<file path="config.mk">
export PLATFORM = sky130hd
export DESIGN_NAME = cdb_arbiter
export DESIGN_NICKNAME = d
export VERILOG_FILES = /design/src/rtl/cdb_arbiter_pkg.sv /design/src/rtl/cdb_fifo.sv /design/src/rtl/cdb_arbiter.sv
export SDC_FILE = /design/constraint.sdc
export NUM_CORES = 1
export LEC_CHECK = 0
export CORE_MARGIN = 2
export CORE_UTILIZATION = 54
export DETAILED_ROUTE_END_ITERATION = 7
export MAX_ROUTING_LAYER = met4
export PLACE_DENSITY_LB_ADDON = 0.05
export SYNTH_ARGS = -nofsm -noshare
export SYNTH_HDL_FRONTEND = slang
export SYNTH_HIERARCHICAL = 1
export SYNTH_SLANG_ARGS = --single-unit
</file>
<file path="constraint.sdc">
create_clock -name clk -period 6.8 [get_ports clk]
set_input_delay 1.36 -clock clk [delete_from_list [all_inputs] [get_ports clk]]
set_output_delay 1.36 -clock clk [all_outputs]
set_load 0.1 [all_outputs]
</file>
<file path="src/rtl/cdb_arbiter_pkg.sv">
// rtl/cdb_arbiter_pkg.sv - shared types, constants and grant helper for the CDB arbiter
package cdb_arbiter_pkg;

    localparam int DATA_TYPE_W   = 32;
    localparam int ROB_ID_TYPE_W = 4;

    localparam logic TRUE  = 1'b1;
    localparam logic FALSE = 1'b0;

    // Bus source encoding; the value is driven directly on cdb_src_o
    typedef enum logic {
        SRC_ARITH = 1'b0,
        SRC_LS    = 1'b1
    } cdb_src_e;

    typedef struct packed {
        logic     valid;
        cdb_src_e src;
    } grant_t;

    // Round-robin pick between the two FIFO heads; on a tie the source that
    // did not win last time gets the bus
    function automatic grant_t pick_grant(input logic arith_ne,
                                          input logic ls_ne,
                                          input cdb_src_e last);
        grant_t g;
        g.valid = arith_ne | ls_ne;
        if (arith_ne && ls_ne)
            g.src = (last == SRC_ARITH) ? SRC_LS : SRC_ARITH;
        else if (ls_ne)
            g.src = SRC_LS;
        else
            g.src = SRC_ARITH;
        return g;
    endfunction

endpackage

</file>
<file path="src/rtl/cdb_fifo.sv">
// rtl/cdb_fifo.sv - shallow per-producer result FIFO with flush and global stall
module cdb_fifo
    import cdb_arbiter_pkg::*;
#(
    parameter int W     = 36,
    parameter int DEPTH = 2,
    localparam int PTR_W = $clog2(DEPTH),
    localparam int CNT_W = $clog2(DEPTH + 1)
) (
    input  logic             clk,
    input  logic             rst,
    input  logic             rdy,
    input  logic             flush,
    input  logic             push,
    input  logic [W-1:0]     push_data,
    input  logic             pop,
    output logic [W-1:0]     head_data,
    output logic [CNT_W-1:0] count,
    output logic             empty
);

    localparam logic [CNT_W-1:0] FULL_CNT = CNT_W'(DEPTH);

    logic [W-1:0]     mem [DEPTH];
    logic [PTR_W-1:0] wr_ptr;
    logic [PTR_W-1:0] rd_ptr;
    logic             push_ok;
    logic             pop_ok;

    // A push into a full FIFO is refused even if the head leaves this cycle
    assign empty     = (count == '0);
    assign push_ok   = push && (count != FULL_CNT);
    assign pop_ok    = pop && !empty;
    assign head_data = mem[rd_ptr];

    // Storage write; entries need no reset because count gates every read
    always_ff @(posedge clk) begin
        if (rdy && !flush && push_ok)
            mem[wr_ptr] <= push_data;
    end

    // Pointer and occupancy tracking; DEPTH is a power of two so pointers wrap naturally
    always_ff @(posedge clk) begin
        if (rst) begin
            wr_ptr <= '0;
            rd_ptr <= '0;
            count  <= '0;
        end else if (rdy) begin
            if (flush) begin
                wr_ptr <= '0;
                rd_ptr <= '0;
                count  <= '0;
            end else begin
                if (push_ok)
                    wr_ptr <= wr_ptr + 1'b1;
                if (pop_ok)
                    rd_ptr <= rd_ptr + 1'b1;
                case ({push_ok, pop_ok})
                    2'b10:   count <= count + 1'b1;
                    2'b01:   count <= count - 1'b1;
                    default: count <= count;
                endcase
            end
        end
    end

endmodule

</file>
<file path="src/rtl/cdb_arbiter.sv">
// rtl/cdb_arbiter.sv - round-robin arbiter sharing one registered CDB between arith and LS units
module cdb_arbiter
    import cdb_arbiter_pkg::*;
#(
    parameter int DATA_W   = DATA_TYPE_W,
    parameter int ROB_ID_W = ROB_ID_TYPE_W,
    parameter int DEPTH    = 2
) (
    input  logic                clk,
    input  logic                rst,
    input  logic                rdy,
    input  logic                misbranch_flag,
    input  logic                arith_valid_i,
    input  logic [ROB_ID_W-1:0] arith_rob_id_i,
    input  logic [DATA_W-1:0]   arith_result_i,
    output logic                arith_ready_o,
    input  logic                ls_valid_i,
    input  logic [ROB_ID_W-1:0] ls_rob_id_i,
    input  logic [DATA_W-1:0]   ls_result_i,
    output logic                ls_ready_o,
    output logic                cdb_valid_o,
    output logic [ROB_ID_W-1:0] cdb_rob_id_o,
    output logic [DATA_W-1:0]   cdb_result_o,
    output logic                cdb_src_o
);

    localparam int ENTRY_W = ROB_ID_W + DATA_W;
    localparam int CNT_W   = $clog2(DEPTH + 1);

    localparam logic [CNT_W-1:0]    FULL_CNT  = CNT_W'(DEPTH);
    localparam logic [ROB_ID_W-1:0] ZERO_ROB  = '0;
    localparam logic [DATA_W-1:0]   ZERO_WORD = '0;

    logic [ENTRY_W-1:0] arith_head;
    logic [ENTRY_W-1:0] ls_head;
    logic [CNT_W-1:0]   arith_count;
    logic [CNT_W-1:0]   ls_count;
    logic               arith_empty;
    logic               ls_empty;
    logic               arith_push;
    logic               ls_push;
    logic               arith_pop;
    logic               ls_pop;
    logic               active;
    cdb_src_e           last_grant;
    cdb_src_e           src_q;
    grant_t             grant;
    logic [ENTRY_W-1:0] grant_entry;

    // Ready looks only at the registered count so it never depends on the pop path
    assign arith_ready_o = (arith_count < FULL_CNT);
    assign ls_ready_o    = (ls_count < FULL_CNT);

    // A flush cycle discards both incoming results and any pending pop
    assign active     = rdy && !misbranch_flag;
    assign arith_push = active && arith_valid_i && arith_ready_o;
    assign ls_push    = active && ls_valid_i && ls_ready_o;

    assign grant       = pick_grant(!arith_empty, !ls_empty, last_grant);
    assign arith_pop   = active && grant.valid && (grant.src == SRC_ARITH);
    assign ls_pop      = active && grant.valid && (grant.src == SRC_LS);
    assign grant_entry = (grant.src == SRC_LS) ? ls_head : arith_head;
    assign cdb_src_o   = src_q;

    cdb_fifo #(
        .W     (ENTRY_W),
        .DEPTH (DEPTH)
    ) u_arith_fifo (
        .clk       (clk),
        .rst       (rst),
        .rdy       (rdy),
        .flush     (misbranch_flag),
        .push      (arith_push),
        .push_data ({arith_rob_id_i, arith_result_i}),
        .pop       (arith_pop),
        .head_data (arith_head),
        .count     (arith_count),
        .empty     (arith_empty)
    );

    cdb_fifo #(
        .W     (ENTRY_W),
        .DEPTH (DEPTH)
    ) u_ls_fifo (
        .clk       (clk),
        .rst       (rst),
        .rdy       (rdy),
        .flush     (misbranch_flag),
        .push      (ls_push),
        .push_data ({ls_rob_id_i, ls_result_i}),
        .pop       (ls_pop),
        .head_data (ls_head),
        .count     (ls_count),
        .empty     (ls_empty)
    );

    // Broadcast register and round-robin history; last_grant resets to LS so arith wins the first tie
    always_ff @(posedge clk) begin
        if (rst) begin
            cdb_valid_o  <= FALSE;
            cdb_rob_id_o <= ZERO_ROB;
            cdb_result_o <= ZERO_WORD;
            src_q        <= SRC_ARITH;
            last_grant   <= SRC_LS;
        end else if (rdy) begin
            if (misbranch_flag) begin
                cdb_valid_o  <= FALSE;
                cdb_rob_id_o <= ZERO_ROB;
                cdb_result_o <= ZERO_WORD;
                last_grant   <= SRC_LS;
            end else if (grant.valid) begin
                cdb_valid_o                  <= TRUE;
                {cdb_rob_id_o, cdb_result_o} <= grant_entry;
                src_q                        <= grant.src;
                last_grant                   <= grant.src;
            end else begin
                cdb_valid_o  <= FALSE;
                cdb_rob_id_o <= ZERO_ROB;
                cdb_result_o <= ZERO_WORD;
            end
        end
    end

endmodule

</file>
==> results.sh <==
export IMPL_status="completed"
export IMPL_power_uw=2330
export IMPL_wl_per_cell_um=19.8
export IMPL_worstPathMaxFanout=36
export IMPL_htreeDepth=4
export IMPL_power_density_nw_per_um2=238
export IMPL_gr_max_usage_layer="met2"
export IMPL_regToRegEndpoint="u_arith_fifo/count[0]"
export IMPL_grt_pass1_vias=5226
export IMPL_areaGrowthSynthToFinish_pct=21.9
export IMPL_viasPerCell=5.90
export IMPL_grt_first_pass_wirelength_um=27100
export IMPL_cts_tree="yes"
export IMPL_syn_area_um2=8010
export IMPL_mostFrequentLayoutCell="edfxtp_1"
export IMPL_drtIter0Drc=486
export IMPL_cp_num_buf_inv=2
export IMPL_setup_viol=0
export IMPL_worstMarginPinSlew_ns=1.12
export IMPL_drc=0
export IMPL_antenna_found_initial=0
export IMPL_hold_start="u_arith_fifo/rd_ptr"
export IMPL_start_util_pct=55.1
export IMPL_max_vdd_ir_drop_uv=178
export IMPL_hp_class="reg -> reg"
export IMPL_dieArea_um2=15800
export IMPL_met1_usage_pct=30.0
export IMPL_cp_arrival_ns=4.61
export IMPL_reg2regPathDepth=7
export IMPL_fillCellCount=1064
export IMPL_cp_start_kind="input port"
export IMPL_ys_ff_latch=193
export IMPL_final_nets=746
export IMPL_rsz0062_at_grt="false"
export IMPL_r2r_slack_ns=3.58
export IMPL_placementRows=44
export IMPL_min_path_cells=2
export IMPL_io_pins=118
export IMPL_path_cells="clkdlybuf4s50_1, and2b_1, and3_1, nand2_1, or4_4, inv_2"
export IMPL_ant_nets=0
export IMPL_worst_path_max_delay_cell="and2b_1"
export IMPL_fin_crit_sh_pct=67.1
export IMPL_syn_nets=645
export IMPL_netlist_top_cell_by_area="edfxtp_1"
export IMPL_place_hpwl_um=10200
export IMPL_crit_type="in -> reg"
export IMPL_synth_area_leaders="edfxtp_1 54%, dfxtp_1 12%, mux2_2 10%"
export IMPL_cts_sinks=193
export IMPL_synth_cells=567
export IMPL_critical_path_max_stage_delay_ns=0.78
export IMPL_postCtsHoldBufs=0
export IMPL_hold_violations=0
export IMPL_vias=5103
export IMPL_die_w_um=126
export IMPL_clockBufferDepth=2
export IMPL_first_pass_iters=7
export IMPL_grt_start_max_net_pins=61
export IMPL_critPathRequiredTime_ns=6.85
export IMPL_cp_end_kind="flip-flop"
export IMPL_die_y_um=126
export IMPL_placed_area_um2=9220
export IMPL_syn_avg_cell_area_um2=14.1
export IMPL_crit_family="simple AND/OR/NAND/NOR gates"
export IMPL_clock_latency_ns=0.43
export IMPL_layout_common_cells="144 x edfxtp_1, 115 x clkdlybuf4s50_1, 74 x mux2_2"
export IMPL_power_leakage_uw=0.00307
export IMPL_met3_usage_pct=4.50
export IMPL_wl_um=17200
export IMPL_yosysWarnings=6
export IMPL_skew_ns=0.0112
export IMPL_cts_buffers=17
export IMPL_n_antenna_cell=0
export IMPL_use_met2_pct=36.0
export IMPL_grt_ovfl_total=0
export IMPL_slew_viol_final=0
export IMPL_postCtsSetupBuffers=0
export IMPL_core_area_um2=14500
export IMPL_grt_use_total_pct=22.8
export IMPL_synth_top_area_share_pct=54.0
export IMPL_ctsResizeCount=0
export IMPL_ys_types=40
export IMPL_drv_cap=0
export IMPL_design_area_um2=9770
export IMPL_slew_headroom_pct=25.5
export IMPL_finalCriticalPeriod_ns=4.56
export IMPL_root_buffer="clkbuf_16"
export IMPL_synth_seq_area_share_pct=66.2
export IMPL_setup_tns_ns=0
export IMPL_numPortBuffers=117
export IMPL_max_freq_mhz=219
export IMPL_clkTransAtPathRegs_ns=0.06
export IMPL_r2r_start="u_ls_fifo/count[1]"
export IMPL_gp_congestion=0.757
export IMPL_drive_gt1_share_pct=19.1
sequential cells by signal, summed over array words and instances, names as in the netlist, 2 cells and up, named ones only:
register,count
cdb_result_o,32
cdb_rob_id_o,4
u_arith_fifo/count,2
u_arith_fifo/mem,72
u_ls_fifo/count,2
u_ls_fifo/mem,72
metrics by stage:
stage               hold slack (ns)  instances  setup slack, ns  utilization, %
floorplan                     0.474        567            0.423               -
global placement              0.493        833             1.98            63.4
detailed placement            0.510        833             1.85            63.4
CTS                           0.513        865             2.29            67.2
global route                  0.541        865             2.09            67.2
finish                        0.514        865             2.24            67.2
cell type report:
cell class                 count  area [um^2]  area share, %
clock buffer                  24          472           4.83
clock inverter                 8         81.3          0.833
multi-input combinational    324         2440           25.0
inverter                       9         33.8          0.346
timing repair buffer         123         1210           12.3
tap                          184          230           2.36
sequential                   193         5310           54.3
layer usage:
metal	vias up	routed length, um
li1	2395	-
met1	2516	7640
met2	164	8330
met3	28	868
met4	0	316
met5	-	0
power by group:
part           switching [uW]  total, uW  leakage [uW]  internal (uW)
Clock                     411        938      0.000265            526
Sequential               2.71       1270       0.00169           1270
Combinational            64.6        118       0.00111           53.9
logic make-up (layout without fill, tap and decap cells):
logic type	count (synthesis)	after routing	share of synthesized area [%]
compound gates	170	170	13.2
xor+xnor	2	2	0.219
buf+inv	50	164	3.75
flops	193	193	66.2
mux	74	74	10.4
simple gates	78	78	6.18
cells in the mapped netlist, drive strengths merged:
master,instances
nor2,5
a31oi,38
inv,9
buf,31
o211ai,2
o21ai,44
mux2,74
nand2,8
nor2b,41
o21ba,1
nand4b,2
nor3,1
dfxtp,49
xor2,2
edfxtp,144
nor4b,4
and3,2
a21boi,1
clkbuf,10
o21bai,1
nand3b,2
o311ai,2
a211oi,38
or4,4
or4b,2
nand2b,6
a21oi,41
and2b,1
a32o,2
worst reg2reg max path, stage by stage (launching register included):
cell,delay [ns]
dfxtp_1,0.39
nor2_4,0.76
nand2_2,0.77
nand2_1,0.29
a21oi_1,0.14
xor2_1,0.22
or4_1,0.41
o311ai_0,0.11
worst max-delay path by stage:
stage               slack [ns]           start  depth (start not counted)                      to
floorplan                 0.42  misbranch_flag                          5  u_arith_fifo/mem[1][0]
global placement          1.98  misbranch_flag                          6    u_ls_fifo/mem[0][10]
detailed placement        1.85  misbranch_flag                          6     u_ls_fifo/mem[0][3]
CTS                       2.29  misbranch_flag                          6     u_ls_fifo/mem[0][1]
global route              2.09  misbranch_flag                          6    u_ls_fifo/mem[0][22]
finish                    2.24  misbranch_flag                          6    u_ls_fifo/mem[0][35]
Note: power is estimated with default switching activity, not from simulation.
